[src/rtl/bram_fifo_pkg.sv]
// Shared constants for the BRAM-backed show-ahead FIFO controller.
// Geometry of the DPB2-style RAM ports and output-buffer depth.
package bram_fifo_pkg;
    localparam int RAM_AD_W     = 14;
    localparam int RAM_DI_W     = 18;
    localparam int OUTBUF_DEPTH = 2;
    localparam int DEF_ADDR_W   = 11;
    localparam int DEF_DATA_W   = 8;

    typedef logic [$clog2(OUTBUF_DEPTH+1)-1:0] occ_t;
endpackage

[src/rtl/bram_fifo_outbuf.sv]
// Two-entry show-ahead skid buffer that absorbs RAM read data.
// Head register drives the output; tail catches data while the head is stalled.
module bram_fifo_outbuf
    import bram_fifo_pkg::*;
#(
    parameter int DATA_W = DEF_DATA_W
) (
    input  logic              i_clk,
    input  logic              i_rst_n,
    input  logic              i_flush,
    input  logic              i_cap,
    input  logic [DATA_W-1:0] i_cap_data,
    input  logic              i_ready,
    output logic              o_valid,
    output logic [DATA_W-1:0] o_data,
    output occ_t              o_occ
);
    logic [DATA_W-1:0] r_head;
    logic [DATA_W-1:0] r_tail;
    occ_t              r_occ;
    logic              w_pop;

    assign w_pop   = (r_occ != '0) & i_ready;
    assign o_valid = (r_occ != '0);
    assign o_data  = r_head;
    assign o_occ   = r_occ;

    // The controller never issues a read that could land on a full buffer
    // without a matching pop, so capture-without-pop at occupancy 2 cannot occur.
    always_ff @(posedge i_clk or negedge i_rst_n) begin
        if (!i_rst_n) begin
            r_occ  <= '0;
            r_head <= '0;
            r_tail <= '0;
        end else if (i_flush) begin
            r_occ  <= '0;
            r_head <= '0;
            r_tail <= '0;
        end else begin
            case (r_occ)
                occ_t'(0): begin
                    if (i_cap) begin
                        r_head <= i_cap_data;
                        r_occ  <= occ_t'(1);
                    end
                end
                occ_t'(1): begin
                    if (i_cap) begin
                        if (w_pop) begin
                            r_head <= i_cap_data;
                        end else begin
                            r_tail <= i_cap_data;
                            r_occ  <= occ_t'(2);
                        end
                    end else if (w_pop) begin
                        r_occ <= occ_t'(0);
                    end
                end
                default: begin
                    if (w_pop) begin
                        r_head <= r_tail;
                        if (i_cap) begin
                            r_tail <= i_cap_data;
                        end else begin
                            r_occ <= occ_t'(1);
                        end
                    end
                end
            endcase
        end
    end
endmodule

[src/rtl/bram_fifo_ctrl.sv]
// FIFO controller over a dual-port BRAM: port A writes, port B reads into a
// 2-entry show-ahead buffer. Define BRAM_FIFO_COUNT_EN to build the COUNT output.
module bram_fifo_ctrl
    import bram_fifo_pkg::*;
#(
    parameter int ADDR_W = DEF_ADDR_W,
    parameter int DATA_W = DEF_DATA_W
) (
    input  logic                CLK,
    input  logic                RESETN,
    input  logic                FLUSH,
    input  logic                IN_VALID,
    output logic                IN_READY,
    input  logic [DATA_W-1:0]   IN_DATA,
    output logic                OUT_VALID,
    input  logic                OUT_READY,
    output logic [DATA_W-1:0]   OUT_DATA,
    output logic                RAM_CEA,
    output logic                RAM_WREA,
    output logic [RAM_AD_W-1:0] RAM_ADA,
    output logic [RAM_DI_W-1:0] RAM_DIA,
    output logic                RAM_CEB,
    output logic                RAM_OCEB,
    output logic [RAM_AD_W-1:0] RAM_ADB,
    input  logic [DATA_W-1:0]   RAM_DOB,
    output logic [ADDR_W+1:0]   COUNT
);
    localparam logic [ADDR_W:0] FULL_CNT = {1'b1, {ADDR_W{1'b0}}};

    logic [ADDR_W-1:0] r_wr_ptr;
    logic [ADDR_W-1:0] r_rd_ptr;
    logic [ADDR_W:0]   r_ram_cnt;
    logic              r_infl;
    logic              r_alive;
    logic              w_push;
    logic              w_pop;
    logic              w_issue;
    logic              w_full;
    logic              w_empty;
    occ_t              w_occ;
    occ_t              w_pend;

    assign w_full   = (r_ram_cnt == FULL_CNT);
    assign w_empty  = (r_ram_cnt == '0);
    // r_alive holds IN_READY low until the first clock after reset release.
    assign IN_READY = r_alive & ~w_full & ~FLUSH;
    assign w_push   = IN_VALID & IN_READY;
    assign w_pop    = OUT_VALID & OUT_READY;
    assign w_pend   = w_occ + occ_t'(r_infl);
    // A same-cycle pop frees a buffer slot, which keeps reads back-to-back.
    assign w_issue  = r_alive & ~FLUSH & ~w_empty &
                      ((w_pend < occ_t'(OUTBUF_DEPTH)) | w_pop);

    always_comb begin
        RAM_ADA                = '0;
        RAM_ADA[ADDR_W-1:0]    = r_wr_ptr;
        RAM_DIA                = '0;
        RAM_DIA[DATA_W-1:0]    = IN_DATA;
        RAM_ADB                = '0;
        RAM_ADB[ADDR_W-1:0]    = r_rd_ptr;
        RAM_CEA                = w_push;
        RAM_WREA               = w_push;
        RAM_CEB                = w_issue;
        RAM_OCEB               = w_issue;
    end

    always_ff @(posedge CLK or negedge RESETN) begin
        if (!RESETN) begin
            r_wr_ptr  <= '0;
            r_rd_ptr  <= '0;
            r_ram_cnt <= '0;
            r_infl    <= 1'b0;
            r_alive   <= 1'b0;
        end else begin
            r_alive <= 1'b1;
            if (FLUSH) begin
                r_wr_ptr  <= '0;
                r_rd_ptr  <= '0;
                r_ram_cnt <= '0;
                r_infl    <= 1'b0;
            end else begin
                if (w_push)  r_wr_ptr <= r_wr_ptr + 1'b1;
                if (w_issue) r_rd_ptr <= r_rd_ptr + 1'b1;
                r_infl <= w_issue;
                case ({w_push, w_issue})
                    2'b10:   r_ram_cnt <= r_ram_cnt + 1'b1;
                    2'b01:   r_ram_cnt <= r_ram_cnt - 1'b1;
                    default: r_ram_cnt <= r_ram_cnt;
                endcase
            end
        end
    end

    bram_fifo_outbuf #(.DATA_W(DATA_W)) u_outbuf (
        .i_clk      (CLK),
        .i_rst_n    (RESETN),
        .i_flush    (FLUSH),
        .i_cap      (r_infl),
        .i_cap_data (RAM_DOB),
        .i_ready    (OUT_READY),
        .o_valid    (OUT_VALID),
        .o_data     (OUT_DATA),
        .o_occ      (w_occ)
    );

`ifdef BRAM_FIFO_COUNT_EN
    // Tracks ram_cnt + in-flight + buffered as one push/pop accumulator.
    logic [ADDR_W+1:0] r_count;

    always_ff @(posedge CLK or negedge RESETN) begin
        if (!RESETN) begin
            r_count <= '0;
        end else if (FLUSH) begin
            r_count <= '0;
        end else begin
            case ({w_push, w_pop})
                2'b10:   r_count <= r_count + 1'b1;
                2'b01:   r_count <= r_count - 1'b1;
                default: r_count <= r_count;
            endcase
        end
    end

    assign COUNT = r_count;
`else
    assign COUNT = '0;
`endif
endmodule

[config.mk]
export PLATFORM = sky130hd
export DESIGN_NAME = bram_fifo_ctrl
export DESIGN_NICKNAME = d
export VERILOG_FILES = /design/src/rtl/bram_fifo_pkg.sv /design/src/rtl/bram_fifo_outbuf.sv /design/src/rtl/bram_fifo_ctrl.sv
export SDC_FILE = /design/constraint.sdc
export NUM_CORES = 1
export LEC_CHECK = 0
export CORE_ASPECT_RATIO = 0.9
export CORE_MARGIN = 8
export CORE_UTILIZATION = 44
export CTS_CLUSTER_DIAMETER = 30
export DETAILED_ROUTE_END_ITERATION = 7
export GPL_ROUTABILITY_DRIVEN = 0
export PLACE_DENSITY = 0.77
export REMOVE_ABC_BUFFERS = 1
export SLEW_MARGIN = 20
export SYNTH_ARGS = -nofsm -noshare
export SYNTH_HDL_FRONTEND = slang
export SYNTH_SLANG_ARGS = --single-unit
[constraint.sdc]
create_clock -name CLK -period 4.6 [get_ports CLK]
set_input_delay 0.92 -clock CLK [delete_from_list [all_inputs] [get_ports CLK]]
set_output_delay 0.92 -clock CLK [all_outputs]
set_load 0.02 [all_outputs]
Yosys cells after proc, flatten, opt, wreduce, memory -nomap -nowiden:

Index checks and enable logic that the tools add are counted.
Widths: inputs -> output; s select.

* input port bits: 21
* logic and storage cells: 76
* output and inout port bits: 73
* register bits: 54

* bitwise operators: 11
* $lt $le $gt $ge: 1
* reductions and logical operators: 12
* equal/unequal tests: 13
* muxes and demuxes: 26
* add/subtract/negate cells: 5

Operators with widths (count)
* $mux 8: 9
* $mux 11: 4
* $pmux 8 s2: 2
* $pmux 12 s2: 1
* $add 11x1->11 const B: 2
* $ne 3x3->1 const B: 5
* $mux 2: 7
* $add 12x1->12 const B: 1
* $eq 12x12->1 const B: 1
* $logic_not 12->1: 1
* $mux 12: 1
* $sub 12x1->12 const B: 1
* $reduce_and 5->1: 2
* $reduce_bool 3->1: 3
* $ne 4x4->1 const B: 2
* $and 1x1->1: 7
* $reduce_bool 2->1: 3
* $eq 2x1->1 const B: 2
* $ne 4x3->1 const B: 1
* $pmux 2 s2: 1
* $reduce_and 4->1: 1
* $reduce_bool 4->1: 1
* $not 1->1: 3
* $add 2x1->2: 1
* other kinds (6): 6

Logic depth before layout (Yosys ltp):

Gate-level depths: netlist of run 1.

* word-level depth: 8
* mapped depth: 13
* depth with buffers taken out: 11

Hierarchy:

From an unflattened synthesis of run 1, not the netlist that was laid out.

* cell total of the unflattened synthesis: 358
* area, all modules: 3570.9 um2

Modules (own cells, without submodules)
* bram_fifo_ctrl: times used 1, area an instance 2532.4 um2, cells an instance 265, seq. area each 900.9 um2
* bram_fifo_outbuf: times used 1, area an instance 1038.5 um2, cells an instance 93, seq. area each 450.4 um2

Worst setup path after synthesis of run 1:

OpenSTA, ideal clock, no wires.

* kind: reg2reg
* from: register r_ram_cnt[0]
* to: register r_ram_cnt[11]
* setup time: 0.134 ns
* path buffers: 1
* stages on the path, launching flop included: 13
* arrival time: 4.163 ns
* setup slack: 0.302 ns
* clock period less this slack: 4.298 ns
* required time: 4.466 ns
* path through: dfrtp_1 or4_4 or4_4 and2_4 buf_6 nor3_1 ha_1 o211ai_1 o211ai_1 or4bb_1 and4b_1 nor3_1 nor3b_2

* longest elaborated chain between the ends: 8
* elaborated cells between the ends (all ways): 16
* classes of those cells: add/sub (2); eq/ne (3); mux (2); bitwise (7); reduce/logical (2)

RTL lines
* start: declaration: line bram_fifo_ctrl.sv:32 `logic [ADDR_W:0] r_ram_cnt;`
* start signal: assignment: line bram_fifo_ctrl.sv:86 `2'b10: r_ram_cnt <= r_ram_cnt + 1'b1;`
* start signal: assignment: line bram_fifo_ctrl.sv:87 `2'b01: r_ram_cnt <= r_ram_cnt - 1'b1;`
* start signal: assignment: line bram_fifo_ctrl.sv:88 `default: r_ram_cnt <= r_ram_cnt;`
* $eq 12x12->1 (*): line bram_fifo_ctrl.sv:43 `assign w_full = (r_ram_cnt == FULL_CNT);`
* $not 1->1 (*): line bram_fifo_ctrl.sv:46 `assign IN_READY = r_alive & ~w_full & ~FLUSH;`
* $and 1x1->1 (*) (2 in a row): line bram_fifo_ctrl.sv:46
* $and 1x1->1 (*): line bram_fifo_ctrl.sv:47 `assign w_push = IN_VALID & IN_READY;`
* via RAM_CEA: line bram_fifo_ctrl.sv:18 `output logic RAM_CEA,`
* $eq 2x1->1 or $eq 2x2->1 (tied branches): line bram_fifo_ctrl.sv:85 `case ({w_push, w_issue})`
* $pmux 12 s2: line bram_fifo_ctrl.sv:85
* $mux 12: line bram_fifo_ctrl.sv:76 `if (FLUSH) begin`

The timed path passes the listed nets; every way through them passes the cells marked *.
A chain may end at the register's enable or synchronous reset.

Final worst setup path of run 1:

* from: register r_ram_cnt[0]
* to: register r_ram_cnt[11]

* longest elaborated chain between the ends: 8
* elaborated cells between the ends (all ways): 16
* classes of those cells: add/sub (2); eq/ne (3); mux (2); bitwise (7); reduce/logical (2)

RTL lines (line)
* $eq 12x12->1: bram_fifo_ctrl.sv:43
* $not 1->1: bram_fifo_ctrl.sv:46
* $and 1x1->1 (2 in a row): bram_fifo_ctrl.sv:46
* $and 1x1->1: bram_fifo_ctrl.sv:47
* $eq 2x1->1 or $eq 2x2->1 (tied branches): bram_fifo_ctrl.sv:85
* $pmux 12 s2: bram_fifo_ctrl.sv:85
* $mux 12: bram_fifo_ctrl.sv:76

Several ways; a longest one is shown, not always the timed one.

==> impl_metrics.ini, run 1 <==
[cts]
cts_root_buffer = clkbuf_8
ctsHoldBuffers = 0
cts_sinks = 54
cts_resized = 0
numCtsBuffers = 5
htreeDepth = 2
cts_buffer_depth = 2
clk_latency_ns = 0.30
cts_tree = done
post_cts_buffers = 0
clk_pin_slew_ns = 0.10

[synthesis]
yosys_most_used_dff = dfrtp_1
synth_edf_count = 0
syn_area_um2 = 3328
synth_seq_cells = 54
ys_warn_count = 0
yosysSeqAreaShare = 0.4060
syn_inst = 352
async_flop_share = 1.000
syn_area_per_cell_um2 = 9.455
ys_types = 45

[worst_setup_path]
worstSetupEndpointType = register
cp_max_fo = 12
critPathMaxStageDelay_ns = 0.66
rr_startpoint = r_ram_cnt[0]
crit_arrival_ns = 4.57
rr_endpoint = r_ram_cnt[11]
slowest_stage = nor3_1
path_cells = or4_4 > or4_4 > and2_4 > nor3_1 > ha_1 > o211ai_1 > o211ai_1 > or4bb_1 > and4b_1 > nor3_1 > nor3b_2
startpoint_type = register
critPathKind = register to register
r2r_cells = 11
required_ns = 4.78
r2r_slack_ns = 0.21

[route]
drtIter0Drc = 144
viasPerCell = 5.130
wl_um = 6854
drt_pass1_iterations = 5
vias = 2488
wl_per_cell_um = 14.13
ant_nets = 0
drc = 0

[pwr]
vdd.ir_drop.worst_mv = 0.1464
switching_power_mw = 0.5922
switching_share = 0.3851
p_comb_frac = 0.437
p_int_mw = 0.9456
power_mw = 1.538
pwr-share-clk = 0.168
power_frac_seq = 0.394
p_leak_nw = 1.645
power.density_nw_per_um2 = 406.0

[cells_and_area]
final_cell_area_um2 = 3787
drive_gt1_frac = 0.06684
diodes = 0
syn2layout_area_growth_pct = 13.80
nets = 422
fillers = 679

[timing]
finalSetupViolations = 0
worst_slack_ns = 0.2068
final.setup_skew_ns = 0.009967
min_period_ns = 4.393
drv_slew = 0
post-route-period-util = 0.9551
tns_ns = 0
whs_ns = 0.4818
tightest_slew_ns = 1.013
final-hold-violation-count = 0
rsz0062_at_grt = no
slew_headroom = 0.3248
max_freq_mhz = 227.6

[worst_hold_path]
min_from = u_outbuf.o_data[1]
hp-class = register to register
min_to = u_outbuf.o_data[1]
min_path_cells = 2

[grt]
antenna_found_initial = 0
use_met2 = 0.2010
track_usage = 0.1273
met3_usage = 0.04892
grt_pass1_wl_um = 11310
grt_pass1_vias = 2428
grt_max_degree = 55
top_usage_layer = met2
use_met1 = 0.1606
grt-ovfl-total = 0

[floorplanning]
die_h_um = 98.51
num_io_pins = 94
start_util = 0.4478
core_um2 = 7432
die_x_um = 107.7
design.die.area_um2 = 10610
rows = 30

[outcome]
outcome = completed

[place]
dp_slack_ns = 0.1511
place_area_um2 = 3701
io_buffers = 48
dp_hpwl_um = 5022

[flow_run]
max-cap-violations = 0
[critical path, delay by kind of cell (launching register included)]
kind | cells | cell delay (ns)
and+or+nand+nor | 8 | 3.00
AOI/OAI and AO/OA | 2 | 0.43
DFF | 1 | 0.46
adders and majority gates | 1 | 0.38
[through the flow]
step,utilization,instances
after floorplan,-,328
after global routing,0.5096,485
after detailed placement,0.4980,477
after global placement,0.4980,477
after CTS,0.5096,485
final,0.5096,485
[cell type report]
cell class | count | area (um2) | share of cell area
well taps | 96 | 120.1 | 0.03171
repair buffers | 53 | 508.0 | 0.1341
inverters | 4 | 15.01 | 0.003964
flip-flops and latches | 54 | 1351 | 0.3568
clock inverters | 2 | 13.76 | 0.003634
multi-input cells | 270 | 1707 | 0.4506
clock buffers | 6 | 72.57 | 0.01916
[worst max-delay path by stage]
stage / from / to / slack, ns / depth (start not counted)
floorplan: r_ram_cnt[0] / r_ram_cnt[11] / 0.37 / 11
global placement: OUT_READY / r_ram_cnt[11] / 0.30 / 11
detailed placement: OUT_READY / r_ram_cnt[11] / 0.15 / 11
CTS: r_ram_cnt[0] / r_ram_cnt[11] / 0.26 / 11
global route: r_ram_cnt[0] / r_ram_cnt[11] / 0.05 / 11
finish: r_ram_cnt[0] / r_ram_cnt[11] / 0.21 / 11
[metal layers]
layer	wire [um]	vias to the layer above
li1	-	1225
met1	3001	1173
met3	659	6
met5	0	-
met2	3132	84
met4	61	0
[kinds of logic after synthesis]
| kind of cell | count (synthesis) | synth area share |
|---|---|---|
| other | 2 | 0.002256 |
| AND/OR/NAND/NOR | 121 | 0.1895 |
| flip-flops | 54 | 0.4060 |
| AO/OA/AOI/OAI | 63 | 0.1165 |
| multiplexers | 17 | 0.05113 |
| adder cells (fa/ha/maj) | 13 | 0.05113 |
| buffers and inverters | 56 | 0.1128 |
| XOR/XNOR | 26 | 0.07068 |
[layout by cell type (no fill, tap or decap), types with 2 or more instances in the layout]
cell / instances
dfrtp_1: 54
clkdlybuf4s50_1: 46
nor2_1: 36
nand2_1: 30
conb_1: 30
o21ai_0: 21
mux2i_1: 17
a21oi_1: 15
xor2_1: 14
ha_1: 12
nand2b_1: 11
xnor2_1: 11
nand4_1: 10
o31ai_1: 8
or3_1: 6
o211ai_1: 5
a211oi_1: 5
clkbuf_8: 5
buf_4: 5
inv_1: 4
nand3_1: 4
and2_1: 3
nor2b_1: 3
a21o_1: 3
or2_2: 2
or4_4: 2
or4bb_1: 2
nor3_1: 2
a31o_2: 2
nor3b_1: 2
buf_2: 2
[registers in the layout, summed over array words and instances (netlist names)]
| register | count |
|---|---|
| r_ram_cnt | 12 |
| r_wr_ptr | 11 |
| u_outbuf.r_tail | 8 |
| r_alive | 1 |
| u_outbuf.o_data | 8 |
| u_outbuf.o_occ | 2 |
| r_rd_ptr | 11 |
| r_infl | 1 |
[synth_stat cells (2+ instances only)]
cell type  count  area share
a211oi_1       5       0.011
a21o_1         3      0.0068
a21oi_1       15       0.023
a31o_2         2      0.0053
and2_1         3      0.0056
buf_4         40       0.090
buf_6          2      0.0068
clkbuf_1       9       0.010
conb_1         2      0.0023
dfrtp_1       54        0.41
ha_1          12       0.045
inv_1          4      0.0045
mux2i_1       17       0.051
nand2_1       30       0.034
nand2b_1      11       0.021
nand3_1        4      0.0060
nand4_1       10       0.019
nor2_1        36       0.041
nor2b_1        3      0.0056
nor3_1         2      0.0030
nor3b_1        2      0.0045
o211ai_1       5       0.011
o21ai_0       21       0.032
o31ai_1        8       0.018
or2_2          2      0.0038
or3_1          6       0.011
or4_4          2      0.0068
or4bb_1        2      0.0068
xnor2_1       11       0.029
xor2_1        14       0.037
[power groups by stage]
stage          logic (mW)  registers [mW]  clock network (mW)
2_1_floorplan       0.446           0.627                   0
3_3_place_gp        0.654           0.612                   0
6_report            0.672           0.607               0.259
5_1_grt             0.738           0.616               0.290
3_5_place_dp        0.670           0.615                   0
4_1_cts             0.674           0.606               0.269
Note: power is estimated with default switching activity, not from simulation.
==> inputs of run 2 (changes only) <==
Settings changed: RECOVER_POWER set to 25.
==> impl_metrics.ini, run 2 (synthesized netlist as in run 1, its figures left out) <==
[outcome]
outcome = complete, but fails checks
violations = max-capacitance violations, max-slew violations

[timing]
drv_slew = 55
finalSetupViolations = 0
slew_headroom = -0.9165
final-hold-violation-count = 0
tns_ns = 0
min_period_ns = 4.393
rsz0062_at_grt = no
max_freq_mhz = 227.6
tightest_slew_ns = 2.875
final.setup_skew_ns = 0.009964
post-route-period-util = 0.9551

[pwr]
p_leak_nw = 1.641
power.density_nw_per_um2 = 406.3
vdd.ir_drop.worst_mv = 0.1464

[route]
vias = 2488
drtIter0Drc = 144
wl_per_cell_um = 14.14
dr_wl_met2_um = 3132
ant_nets = 0
wl_um = 6857
wirelength_met1_um = 3003
viasPerCell = 5.130
drc = 0
wl_met3_um = 659
highest_layer = met4
drt_pass1_iterations = 5

[floorplanning]
die_x_um = 107.7
die_h_um = 98.51
core_um2 = 7432
design.die.area_um2 = 10610
start_util = 0.4478
rows = 30
num_io_pins = 94

[grt]
grt-ovfl-total = 0
track_usage = 0.1273
antenna_found_initial = 0
grt_pass1_vias = 2428
grt_max_degree = 55
grt_pass1_wl_um = 11310

[worst_setup_path]
startpoint_type = register
r2r_cells = 11
critPathKind = register to register
critPathMaxStageDelay_ns = 0.66
cp_max_fo = 12
slowest_stage = nor3_1
crit_arrival_ns = 4.57
required_ns = 4.78
path_cells = or4_4 > or4_4 > and2_4 > nor3_1 > ha_1 > o211ai_1 > o211ai_1 > or4bb_1 > and4b_1 > nor3_1 > nor3b_2
worstSetupEndpointType = register

[cells_and_area]
biggestRegsByFlops = r_ram_cnt (12), r_rd_ptr (11), r_wr_ptr (11)
syn2layout_area_growth_pct = 13.68
nets = 422
largest_reg_flops = 12
multi_input_area_um2 = 1707
final_common_cell = dfrtp_1
drive_gt1_frac = 0.06427
diodes = 0
regArea_um2 = 1351
fillers = 679
largest_register = r_ram_cnt
final_cell_area_um2 = 3784
layout_common_cells = dfrtp_1 (54), clkdlybuf4s50_1 (46), nor2_1 (36), nand2_1 (30), conb_1 (30)

[flow_run]
max-cap-violations = 1

[worst_hold_path]
min_path_cells = 2
hp-class = register to register

[cts]
clk_pin_slew_ns = 0.10
htreeDepth = 2
clk_latency_ns = 0.30
numCtsBuffers = 5
cts_tree = done
cts_root_buffer = clkbuf_8
cts_buffer_depth = 2
post_cts_buffers = 0
cts_resized = 0
ctsHoldBuffers = 0
cts_sinks = 54

[place]
dp_hpwl_um = 5022
io_buffers = 48
place_area_um2 = 3701
[run 2: changes by cell type in the layout (fill, tap and decap cells not counted)]
cell      delta
buf_4        -1
clkbuf_1     +1
[run 2: stage by stage]
stage | total power, mW | setup slack, ns | std cells | hold WS (ns) | util
finish | 1.537 | 0.2068 | 485 | 0.4818 | 0.5091
global route | 1.644 | 0.05348 | 485 | 0.5070 | 0.5091
CTS | 1.549 | 0.2648 | 485 | 0.4882 | 0.5096
detailed placement | 1.285 | 0.1511 | 477 | 0.4656 | 0.4980
global placement | 1.265 | 0.3007 | 477 | 0.4581 | 0.4980
floorplan | 1.073 | 0.3720 | 328 | 0.4496 | -
[run 2: final cells by class]
class,count,area share
multi-input cells,270,0.4511
flip-flops and latches,54,0.3571
repair buffers,53,0.1333
well taps,96,0.03175
clock buffers,6,0.01918
inverters,4,0.003968
clock inverters,2,0.003638
[run 2: report_power, final]
part / internal, mW / switching (mW)
Sequential: 0.541 / 0.0653
Clock: 0.108 / 0.151
Combinational: 0.296 / 0.376
Total: 0.945 / 0.592
[run 2: critical path, delay by kind of cell (launching register included)]
family	cells	cell delay (ns)
AOI/OAI and AO/OA	2	0.43
adders and majority gates	1	0.38
DFF	1	0.46
and+or+nand+nor	8	3.00
[run 2: per-layer routing]
metal	vias to the layer above	track usage
li1	1225	-
met1	1173	0.1606
met2	84	0.2010
met3	6	0.04892
met4	0	0.02665
met5	-	0
[run 2: path summary, 6_finish.rpt]
path | slack [ns] | from | end
setup / recovery | 0.21 | r_ram_cnt[0] | r_ram_cnt[11]
hold / removal | 0.48 | u_outbuf.o_data[1] | u_outbuf.o_data[1]
setup reg to reg | 0.21 | r_ram_cnt[0] | r_ram_cnt[11]
hold reg to reg | 0.48 | u_outbuf.o_data[1] | u_outbuf.o_data[1]
max in group asynchronous | 1.34 | RESETN | r_ram_cnt[10]
min in group asynchronous | 1.63 | RESETN | r_rd_ptr[0]
==> inputs of run 3 (changes only) <==
Settings changed: GPL_ROUTABILITY_DRIVEN 0 to 1, SLEW_MARGIN 20 to 25.
==> impl_metrics.ini, run 3 (synthesized netlist as in run 1, its figures left out) <==
[grt]
grt_max_degree = 55
track_usage = 0.1273
use_met1 = 0.1606
grt_pass1_vias = 2428
met3_usage = 0.04892
grt_pass1_wl_um = 11310
use_met2 = 0.2010
grt-ovfl-total = 0
antenna_found_initial = 0
top_usage_layer = met2

[timing]
slew_headroom = -0.9121
worst_slack_ns = 0.2113
final.setup_skew_ns = 0.009460
max_freq_mhz = 227.9
drv_slew = 55
post-route-period-util = 0.9541
finalSetupViolations = 0
tightest_slew_ns = 2.868
rsz0062_at_grt = no
tns_ns = 0
whs_ns = 0.4807
min_period_ns = 4.389
final-hold-violation-count = 0

[worst_setup_path]
crit_arrival_ns = 4.57
cp_max_fo = 12
worstSetupEndpointType = register
r2r_cells = 11
critPathKind = register to register
required_ns = 4.78
startpoint_type = register

[cells_and_area]
fin_cells = 485
fin_util = 0.5096
fillers = 679
nets = 422
largest_register = r_ram_cnt
drive_gt1_frac = 0.06684
syn2layout_area_growth_pct = 13.80
diodes = 0
final_cell_area_um2 = 3787
biggestRegsByFlops = r_ram_cnt (12), r_rd_ptr (11), r_wr_ptr (11)
layout_common_cells = dfrtp_1 (54), clkdlybuf4s50_1 (46), nor2_1 (36), nand2_1 (30), conb_1 (30)
largest_reg_flops = 12
final_common_cell = dfrtp_1

[cts]
cts_buffer_depth = 2
cts_root_buffer = clkbuf_8
htreeDepth = 2
clk_latency_ns = 0.30
cts_tree = done
clk_pin_slew_ns = 0.10
ctsHoldBuffers = 0
post_cts_buffers = 0
cts_sinks = 54
cts_resized = 0
numCtsBuffers = 5

[floorplanning]
die_x_um = 107.7
core_um2 = 7432
num_io_pins = 94
die_h_um = 98.51
design.die.area_um2 = 10610
rows = 30
start_util = 0.4478

[place]
placed_cells = 477
place_area_um2 = 3701
gp_congestion = 0.8326
dp_slack_ns = 0.1511
io_buffers = 48
dp_hpwl_um = 5022

[route]
wl_um = 6817
drtIter0Drc = 141
wl_per_cell_um = 14.06
viasPerCell = 5.155
ant_nets = 0
drc = 0
vias = 2500
drt_pass1_iterations = 4

[pwr]
power_mw = 1.536
power.density_nw_per_um2 = 405.6
vdd.ir_drop.worst_mv = 0.1462
p_leak_nw = 1.641

[worst_hold_path]
hp-class = register to register
min_path_cells = 2

[outcome]
outcome = complete, but fails checks
violations = max-capacitance violations, max-slew violations

[flow_run]
max-cap-violations = 1
==> run 3: cell counts in the layout (fill, tap and decap cells not counted) <==
Identical to the previous run, type by type.
==> run 3: layout make-up <==
class | count | area, um2 | share of cell area
tap | 96 | 120.1 | 0.03171
clock inverter | 2 | 13.76 | 0.003634
clock buffer | 6 | 72.57 | 0.01916
inverter | 4 | 15.01 | 0.003964
multi-input combinational | 270 | 1710 | 0.4516
sequential | 54 | 1351 | 0.3568
timing repair buffer | 53 | 504.2 | 0.1331
==> run 3: final timing paths <==
kind / start / endpoint / slack [ns]
max in group asynchronous: RESETN / r_ram_cnt[10] / 1.35
min in group asynchronous: RESETN / r_rd_ptr[0] / 1.62
setup reg to reg: r_ram_cnt[0] / r_ram_cnt[11] / 0.21
setup / recovery: r_ram_cnt[0] / r_ram_cnt[11] / 0.21
hold reg to reg: u_outbuf.o_data[1] / u_outbuf.o_data[1] / 0.48
hold / removal: u_outbuf.o_data[1] / u_outbuf.o_data[1] / 0.48
==> run 3: report_power, final <==
group / internal, mW / switching [mW]
registers: 0.541 / 0.0660
clock network: 0.108 / 0.149
logic: 0.296 / 0.376
total: 0.945 / 0.591
==> run 3: critical path: stages, from the launching register on <==
cell,delay [ns]
dfrtp_1,0.46
or4_4,0.56
or4_4,0.53
and2_4,0.24
nor3_1,0.65
ha_1,0.38
o211ai_1,0.15
o211ai_1,0.28
or4bb_1,0.53
and4b_1,0.22
nor3_1,0.19
nor3b_2,0.07
==> run 3: layer usage <==
metal  vias to the layer above  share of wire
met3                         6          0.095
met4                         0         0.0089
met2                        82           0.46
met5                         -              0
met1                      1187           0.44
li1                       1225              -
